$ cat src/rtl/oclib_thermal_throttle.sv
// Thermal throttle governor: hysteretic threshold compare, dwell-qualified level
// stepping, and serial expansion of the level into an evenly spread clock-enable map.
module oclib_thermal_throttle #(
  parameter int ThrottleMapW = 8,
  parameter int TempW        = 10,
  parameter int DwellSamples = 4,
  parameter int MaxLevel     = ThrottleMapW - 1,
  localparam int LevelW      = $clog2(ThrottleMapW)
) (
  input  logic                    clock,
  input  logic                    reset,
  input  logic                    enable,
  input  logic [TempW-1:0]        temperature,
  input  logic                    temperatureValid,
  input  logic [TempW-1:0]        throttleThreshold,
  input  logic [TempW-1:0]        warnThreshold,
  input  logic [TempW-1:0]        hysteresis,
  output logic [ThrottleMapW-1:0] throttleMap,
  output logic                    thermalWarning,
  output logic [LevelW-1:0]       level,
  output logic                    mapUpdated,
  output logic [1:0]              dbg_state
);

  localparam int CntW = $clog2(DwellSamples + 1);
  localparam int AccW = $clog2(2 * ThrottleMapW);

  typedef enum logic [1:0] {
    S_IDLE    = 2'd0,
    S_GEN     = 2'd1,
    S_PUBLISH = 2'd2
  } state_t;

  state_t                  state_q, state_d;
  logic [CntW-1:0]         hot_cnt_q, hot_cnt_d, cool_cnt_q, cool_cnt_d;
  logic [LevelW-1:0]       level_q, level_d, gen_level_q, gen_level_d;
  logic [LevelW-1:0]       idx_q, idx_d;
  logic [AccW-1:0]         acc_q, acc_d;
  logic [ThrottleMapW-1:0] shadow_q, shadow_d, map_q, map_d;
  logic                    map_updated_q, map_updated_d;
  logic                    warn_q, warn_d;

  // Compares are one bit wider than the sample so temperature + hysteresis never wraps.
  logic [TempW:0] temp_ext, temp_hyst;
  logic           is_hot, is_cool;
  logic [CntW-1:0] hot_inc, cool_inc;
  logic [AccW-1:0] acc_sum;
  logic            acc_wrap;
  logic            level_chg;

  assign temp_ext  = {1'b0, temperature};
  assign temp_hyst = temp_ext + {1'b0, hysteresis};
  assign is_hot    = temp_ext >= {1'b0, throttleThreshold};
  assign is_cool   = temp_hyst < {1'b0, throttleThreshold};
  assign hot_inc   = hot_cnt_q + CntW'(1);
  assign cool_inc  = cool_cnt_q + CntW'(1);
  assign acc_sum   = acc_q + AccW'(gen_level_q);
  assign acc_wrap  = acc_sum >= AccW'(ThrottleMapW);

  always_comb begin
    level_d    = level_q;
    hot_cnt_d  = hot_cnt_q;
    cool_cnt_d = cool_cnt_q;
    if (!enable) begin
      hot_cnt_d  = '0;
      cool_cnt_d = '0;
      level_d    = '0;
    end else if (temperatureValid) begin
      if (is_hot) begin
        if (hot_inc == CntW'(DwellSamples)) begin
          hot_cnt_d = '0;
          if (level_q < LevelW'(MaxLevel)) level_d = level_q + LevelW'(1);
        end else begin
          hot_cnt_d = hot_inc;
        end
      end else begin
        hot_cnt_d = '0;
      end
      if (is_cool) begin
        if (cool_inc == CntW'(DwellSamples)) begin
          cool_cnt_d = '0;
          if (level_q != '0) level_d = level_q - LevelW'(1);
        end else begin
          cool_cnt_d = cool_inc;
        end
      end else begin
        cool_cnt_d = '0;
      end
    end
  end

  always_comb begin
    warn_d = warn_q;
    if (temperatureValid) begin
      if (temp_ext >= {1'b0, warnThreshold}) warn_d = 1'b1;
      else if (temp_hyst < {1'b0, warnThreshold}) warn_d = 1'b0;
    end
  end

  assign level_chg = level_d != level_q;

  // A level change in any state restarts generation; an aborted pass never publishes.
  always_comb begin
    state_d       = state_q;
    gen_level_d   = gen_level_q;
    acc_d         = acc_q;
    idx_d         = idx_q;
    shadow_d      = shadow_q;
    map_d         = map_q;
    map_updated_d = 1'b0;
    if (level_chg) begin
      state_d     = S_GEN;
      gen_level_d = level_d;
      acc_d       = '0;
      idx_d       = '0;
    end else begin
      case (state_q)
        S_GEN: begin
          acc_d           = acc_wrap ? acc_sum - AccW'(ThrottleMapW) : acc_sum;
          shadow_d[idx_q] = !acc_wrap;
          idx_d           = idx_q + LevelW'(1);
          if (idx_q == LevelW'(ThrottleMapW - 1)) state_d = S_PUBLISH;
        end
        S_PUBLISH: begin
          map_d         = shadow_q;
          map_updated_d = 1'b1;
          state_d       = S_IDLE;
        end
        default: state_d = S_IDLE;
      endcase
    end
  end

  always_ff @(posedge clock) begin
    if (reset) begin
      state_q       <= S_IDLE;
      hot_cnt_q     <= '0;
      cool_cnt_q    <= '0;
      level_q       <= '0;
      gen_level_q   <= '0;
      idx_q         <= '0;
      acc_q         <= '0;
      shadow_q      <= '1;
      map_q         <= '1;
      map_updated_q <= 1'b0;
      warn_q        <= 1'b0;
    end else begin
      state_q       <= state_d;
      hot_cnt_q     <= hot_cnt_d;
      cool_cnt_q    <= cool_cnt_d;
      level_q       <= level_d;
      gen_level_q   <= gen_level_d;
      idx_q         <= idx_d;
      acc_q         <= acc_d;
      shadow_q      <= shadow_d;
      map_q         <= map_d;
      map_updated_q <= map_updated_d;
      warn_q        <= warn_d;
    end
  end

  assign throttleMap    = map_q;
  assign thermalWarning = warn_q;
  assign level          = level_q;
  assign mapUpdated     = map_updated_q;
  assign dbg_state      = state_q;

endmodule

$ cat config.mk
export PLATFORM = sky130hd
export DESIGN_NAME = oclib_thermal_throttle
export DESIGN_NICKNAME = d
export VERILOG_FILES = /design/src/rtl/oclib_thermal_throttle.sv
export SDC_FILE = /design/constraint.sdc
export NUM_CORES = 1
export LEC_CHECK = 0
export ABC_AREA = 1
export ABC_CLOCK_PERIOD_IN_PS = 7500
export CAP_MARGIN = 20
export CORE_MARGIN = 3
export CORE_UTILIZATION = 36
export DETAILED_ROUTE_END_ITERATION = 10
export SYNTH_ARGS = -nofsm -noshare
export SYNTH_HDL_FRONTEND = slang
export SYNTH_SLANG_ARGS = --single-unit
$ cat constraint.sdc
create_clock -name clock -period 7.5 [get_ports clock]
set_input_delay 0.75 -clock clock [delete_from_list [all_inputs] [get_ports clock]]
set_output_delay 0.75 -clock clock [all_outputs]
set_load 0.02 [all_outputs]
==> metrics.csv, run 1 <==
metric;value;unit
maximum VDD drop;0.1978;mV
simple-gate portion of the synthesized area;0.2903;
number of buffers on the longest clock path;2;
P_leak;2.034;nW
Resize count post-CTS;0;
port bufs;58;
GPL Wtd Cong;0.8925;
Post-CTS Hold Fix Bufs;0;
Worst Hold Depth;2;
slowest cell delay on critical path;0.46;ns
total track usage;0.1579;
clk sink count;39;
I/O pins;59;
Crit. End Element;register;
number of fill cells;897;
Slew Limit Fails;0;
post-synthesis mux area share;0.002993;
most common cell after layout, fill and taps aside;nand2_1;
endpoints failing setup;0;
Worst Path Buf+Inv;2;
Die X;102.4;microns
Post-Route Setup TNS;0;ns
Hold Vio Cnt, Final;0;
grt ovf;0;
Die H;102.4;microns
HP Start;shadow_q[7];
initial DRC count;151;
ant diodes;0;
slew of the pin with the lowest slew margin;0.6462;ns
Avg WL per Cell;12.45;microns
final wirelength;7853;microns
Crit path top cell by count;nand2_1;
proportion of layout cells with a drive suffix above 1;0.05354;
HPWL Detailed;6475;microns
multi-input logic area;2275;sq um
Setup Fix Bufs, Post-CTS;0;
TritonRoute pass-1 iters;4;
CTS H-tree depth;2;
via count;3098;
Crit path arrival time;4.60;ns
crit start category;input port;
MaxCap Viol Count;0;
total CTS buffers;5;
pre-CTS setup slack;2.782;ns
initial antenna violation count;0;
xor-xnor portion of the synthesized cell area;0.03666;
initial core utilization;0.3762;
Mapped Cells;462;
Fmax;0.2255;GHz
Reg2Reg Launch Point;level[0];
#FFs+latches synth;39;
R2R setup slack;4.87;ns
Pint;0.4082;mW
critical path class;input port to register;
CTS clk-pin slew, worst paths;0.09;ns
Worst Path Required;7.67;ns
row count;34;
Tmin final;4.435;ns
CP top delay family;simple AND/OR/NAND/NOR gates;
critical path depth;27;
worst min path class;register to register;
clock root cell;clkbuf_8;
skew final;0.007492;ns
compound-gate portion of the synthesized area;0.1137;
reg2reg path depth;18;
Layout area overhead;23.72;%
core box area;8891;sq um
Layout Nets;628;
Storage cell area;780.7;sq um
Skew-Pair Late Insertion Delay;0.30;ns
Sequential Power Share;0.355;
largest net degree at the start of global routing;27;
CP max-delay cell;clkdlybuf4s50_1;
Clock power frac;0.290;
first-pass GRT wire length;13570;microns
Antenna Nets Post-Route;0;
via count of the first global-routing pass;3012;
post-synthesis cell type count;40;
Cell Pwr Density;150.9;nW/um^2
RSZ-0062 raised after global routing;no;
most frequent cells in the layout;nand2_1, inv_1, ha_1, clkdlybuf4s50_1, nand3_1;
die area;10480;sq um
Combinational Power Share;0.355;
CTS tree;done;
Avg Cell Area, Syn;7.239;sq um
Residual DRC;0;
Reg-to-Reg End;throttleMap[1];
max-slew headroom at the worst pin;0.5678;
switch share;0.3463;
post-synthesis sequential area ratio;0.2334;
largest family of logic cells by synthesized area;simple AND/OR/NAND/NOR gates;
crit-path max FO;26;
worst setup margin;3.065;ns
Synth Cell Area;3344;sq um
Final Core Density;0.4654;
Via density;4.910;
Synth Area in Adders;0.2364;
Switch Pwr;0.2162;mW
period utilization;0.5913;
hold worst-path end;shadow_q[7];
outcome;finished clean;
syn_nets;568;
Yosys Warn Count;0;
[power groups by stage]
| stage | logic (mW) | clock network, mW | registers [mW] |
|---|---|---|---|
| final | 0.222 | 0.181 | 0.222 |
| after global routing | 0.257 | 0.197 | 0.223 |
| after CTS | 0.223 | 0.189 | 0.222 |
| after detailed placement | 0.222 | 0 | 0.227 |
| after global placement | 0.218 | 0 | 0.227 |
| after floorplan | 0.156 | 0 | 0.227 |
[cells in the mapped netlist]
master | n | share of area
nand3_2 | 4 | 0.012
clkbuf_1 | 3 | 0.0034
clkinv_1 | 1 | 0.0011
xor2_1 | 8 | 0.021
a211oi_1 | 1 | 0.0022
fa_1 | 2 | 0.012
nand2_1 | 96 | 0.11
nor2_1 | 26 | 0.029
a21oi_1 | 34 | 0.051
nand4_1 | 15 | 0.028
nand3_1 | 45 | 0.067
o221ai_1 | 1 | 0.0026
o21ai_1 | 4 | 0.0060
and2_1 | 2 | 0.0037
a21oi_2 | 2 | 0.0052
o21ai_0 | 15 | 0.022
nand2_4 | 1 | 0.0034
inv_1 | 65 | 0.073
nor4_1 | 1 | 0.0019
dfxtp_1 | 39 | 0.23
a21oi_4 | 1 | 0.0049
nand2_2 | 8 | 0.015
nand3b_1 | 3 | 0.0067
o31ai_1 | 1 | 0.0022
xnor2_1 | 6 | 0.016
mux2i_1 | 1 | 0.0030
buf_6 | 1 | 0.0034
inv_2 | 1 | 0.0011
a21boi_0 | 1 | 0.0022
buf_8 | 1 | 0.0045
a31oi_1 | 2 | 0.0037
o211ai_1 | 1 | 0.0022
nor2_8 | 1 | 0.0060
a22oi_1 | 1 | 0.0022
nor3_2 | 1 | 0.0030
nor2_2 | 1 | 0.0019
o21a_1 | 2 | 0.0045
o21bai_1 | 1 | 0.0022
nor3_1 | 3 | 0.0045
ha_1 | 60 | 0.22
[routing by layer]
metal,GRT usage,part of all wire,vias up
met1,0.2087,0.47,1382
li1,-,-,1662
met3,0.03072,0.054,2
met4,0.03128,0.0019,0
met5,0,0,-
met2,0.2689,0.47,52
[worst min-delay path, cell delays in order (launching register included)]
cell and delay (ns):
dfxtp_1 0.34, nand2_1 0.05, nand3_1 0.05
[stage by stage]
step           hold slack (ns)  cells  cell area, sq um  power, mW
6_report                0.4638    631              4138     0.6245
5_1_grt                 0.4905    631              4138     0.6777
4_1_cts                 0.4678    631              4138     0.6336
3_5_place_dp            0.4451    623              4023     0.4482
3_3_place_gp            0.4419    623              4023     0.4441
2_1_floorplan           0.4296    462              3344     0.3837
[worst max-delay path by stage]
stage	startpoint	endpoint	slack (ns)
5_1_grt	temperature[2]	throttleMap[6]	2.54
3_5_place_dp	temperature[2]	throttleMap[6]	2.78
3_3_place_gp	temperature[2]	throttleMap[4]	2.89
4_1_cts	temperature[2]	throttleMap[3]	3.10
6_report	temperature[2]	throttleMap[1]	3.07
2_1_floorplan	temperature[2]	shadow_q[7]	3.78
[state kept, by name, summed over array words and instances, names as in the netlist]
name and count:
acc_q 4, cool_cnt_q 3, dbg_state 2, gen_level_q 3, hot_cnt_q 3, idx_q 3
level 3, mapUpdated 1, shadow_q 8, thermalWarning 1, throttleMap 8
[logic make-up (layout without fill, tap and decap cells)]
| kind of cell | Yosys count | after routing |
|---|---|---|
| and+or+nand+nor | 207 | 207 |
| buffers and inverters | 72 | 133 |
| AOI/OAI and AO/OA | 67 | 67 |
| adders and majority gates | 62 | 62 |
| DFF | 39 | 39 |
| xor gates and xnor gates | 14 | 14 |
| muxes | 1 | 1 |
[final cells by class]
type                    instances  area share
well taps                     108     0.03266
multi-input cells             351      0.5497
clock inverters                 3     0.01119
clock buffers                   5     0.01663
inverters                      67     0.06078
repair buffers                 58      0.1403
flip-flops and latches         39      0.1887
(Power assumes the default switching activity.)
==> run 2, diff against run 1 <==
Settings changed: ABC_CLOCK_PERIOD_IN_PS 7500 to 3720.
Clock period 7.5 ns to 3.72 ns, I/O delays scaled along.
==> metrics.csv, run 2 (synthesis results as in run 1) <==
metric;value;unit;change
outcome;finished clean;;
Post-Route Setup TNS;0;ns;unchanged
Worst Path Required;3.89;ns;-3.78 ns
clk sink count;39;;unchanged
WHS;0.4620;ns;-0.001843 ns
Crit. End Element;register;;
Worst Path Buf+Inv;5;;+3
slew of the pin with the lowest slew margin;0.7184;ns;+0.07228 ns
proportion of layout cells with a drive suffix above 1;0.1691;;+0.1155
CTS H-tree depth;2;;unchanged
critical path class;input port to register;;
die area;10480;sq um;unchanged
final wirelength;8510;microns;+8.4%
Tmin final;3.502;ns;
first-pass GRT wire length;13770;microns;+1.5%
largest net degree at the start of global routing;18;;-33%
TritonRoute pass-1 iters;4;;unchanged
Residual DRC;0;;unchanged
Fmax;0.2855;GHz;
core box area;8891;sq um;unchanged
via count;3281;;+5.9%
GPL Wtd Cong;0.9002;;+0.86%
Skew-Pair Late Insertion Delay;0.29;ns;about the same
Post-CTS Hold Fix Bufs;0;;unchanged
crit-path max FO;7;;-73%
P_leak;2.306;nW;+13%
max-slew headroom at the worst pin;0.5193;;-0.04850
Via density;4.941;;+0.64%
Die X;102.4;microns;unchanged
port bufs;58;;unchanged
MaxCap Viol Count;0;;unchanged
CTS clk-pin slew, worst paths;0.08;ns;about the same
worst min path class;register to register;;
Antenna Nets Post-Route;0;;unchanged
maximum VDD drop;0.2315;mV;+17%
initial DRC count;148;;-2.0%
via count of the first global-routing pass;3094;;+2.7%
endpoints failing setup;0;;unchanged
grt ovf;0;;unchanged
most frequent cells in the layout;nand2_1, inv_1, ha_1, clkdlybuf4s50_1, nand3_1;;
Hold Vio Cnt, Final;0;;unchanged
row count;34;;unchanged
crit start category;input port;;
Layout Nets;661;;+5.3%
I/O pins;59;;unchanged
number of buffers on the longest clock path;2;;unchanged
most common cell after layout, fill and taps aside;nand2_1;;
Layout area overhead;37.75;%;
HPWL Detailed;6690;microns;+3.3%
period utilization;0.9414;;
total CTS buffers;5;;unchanged
clock root cell;clkbuf_8;;
initial antenna violation count;0;;unchanged
ant diodes;0;;unchanged
slowest cell delay on critical path;0.45;ns;about the same
initial core utilization;0.3762;;unchanged
CTS tree;done;;
Cell Pwr Density;281.9;nW/um^2;+87%
CP top delay family;simple AND/OR/NAND/NOR gates;;
Crit path arrival time;3.67;ns;-0.93 ns
skew final;0.005186;ns;-0.002306 ns
CP max-delay cell;clkdlybuf4s50_1;;
total track usage;0.1600;;+0.002103
Avg WL per Cell;12.82;microns;+3.0%
Die H;102.4;microns;unchanged
Slew Limit Fails;0;;unchanged
## run 2: cell types whose count changed in the layout (fill, tap and decap cells not counted), sizes merged
| cell | delta |
|---|---|
| buf | +32 |
| bufinv | -1 |
| dlymetal6s2s | +9 |
| clkdlybuf4s50 | -9 |
| inv | -1 |
| clkinv | +1 |
| clkbuf | +2 |
## run 2: worst paths after layout
kind | slack [ns] | cells past startpoint | end | start
setup reg to reg | 1.10 | 19 | shadow_q[0] | level[0]
hold / removal | 0.46 | 2 | throttleMap[7] | throttleMap[7]
hold reg to reg | 0.46 | 2 | throttleMap[7] | throttleMap[7]
setup / recovery | 0.22 | 25 | shadow_q[0] | hysteresis[4]
## run 2: worst register-to-register path, stage by stage, from the launching register on
cell     delay (ns)
dfxtp_1        0.46
inv_1          0.20
ha_1           0.32
inv_1          0.08
nand2_1        0.05
o21ai_1        0.18
nand2_1        0.08
nand2_1        0.06
inv_1          0.05
nand2_2        0.05
nand3_2        0.09
nand2_2        0.11
nand2_2        0.05
nand2_2        0.10
nand2_4        0.07
nor2_8         0.20
buf_12         0.14
nand3_1        0.06
nand2_1        0.09
nand3_1        0.06
## run 2: layout make-up
| class | instances | area (sq um) |
|---|---|---|
| Inverter | 67 | 251.5 |
| Tap cell | 108 | 135.1 |
| Clock buffer | 6 | 72.57 |
| Sequential cell | 39 | 780.7 |
| Multi-Input combinational cell | 351 | 2466 |
| Clock inverter | 2 | 12.51 |
| Fill cell | 869 | 4284 |
| Timing Repair Buffer | 91 | 888.4 |
## run 2: report_power, final
part | internal (mW) | switching [mW]
clock network | 0.131 | 0.148
registers | 0.434 | 0.0140
logic | 0.271 | 0.301
total | 0.836 | 0.463
## run 2: layer usage
layer	vias up	global-route usage	wire, microns
li1	1730	-	-
met1	1497	0.2031	3994
met2	45	0.2854	4138
met3	9	0.02867	291
met4	0	0.02926	85
met5	-	0	0
## run 2: metrics by stage
stage          utilization  power [mW]  cells  cell area (sq um)  setup slack [ns]
3_3_place_gp        0.4775      0.9496    651               4245           -0.2532
4_1_cts             0.4882       1.249    659               4340           0.03058
6_report            0.5182       1.299    664               4607            0.2179
5_1_grt             0.5182       1.407    664               4607          -0.03329
2_1_floorplan            -      0.7736    462               3344            0.3740
3_5_place_dp        0.4775      0.9598    651               4245           -0.3308
## run 2: what timing repair did
item | 4_1_cts | 5_1_grt
setup buffers | 0 | 4
pin swaps | 0 | 25
gates cloned | 0 | 1
setup endpoints to repair | 13 | 29
resized for setup | 3 | 47
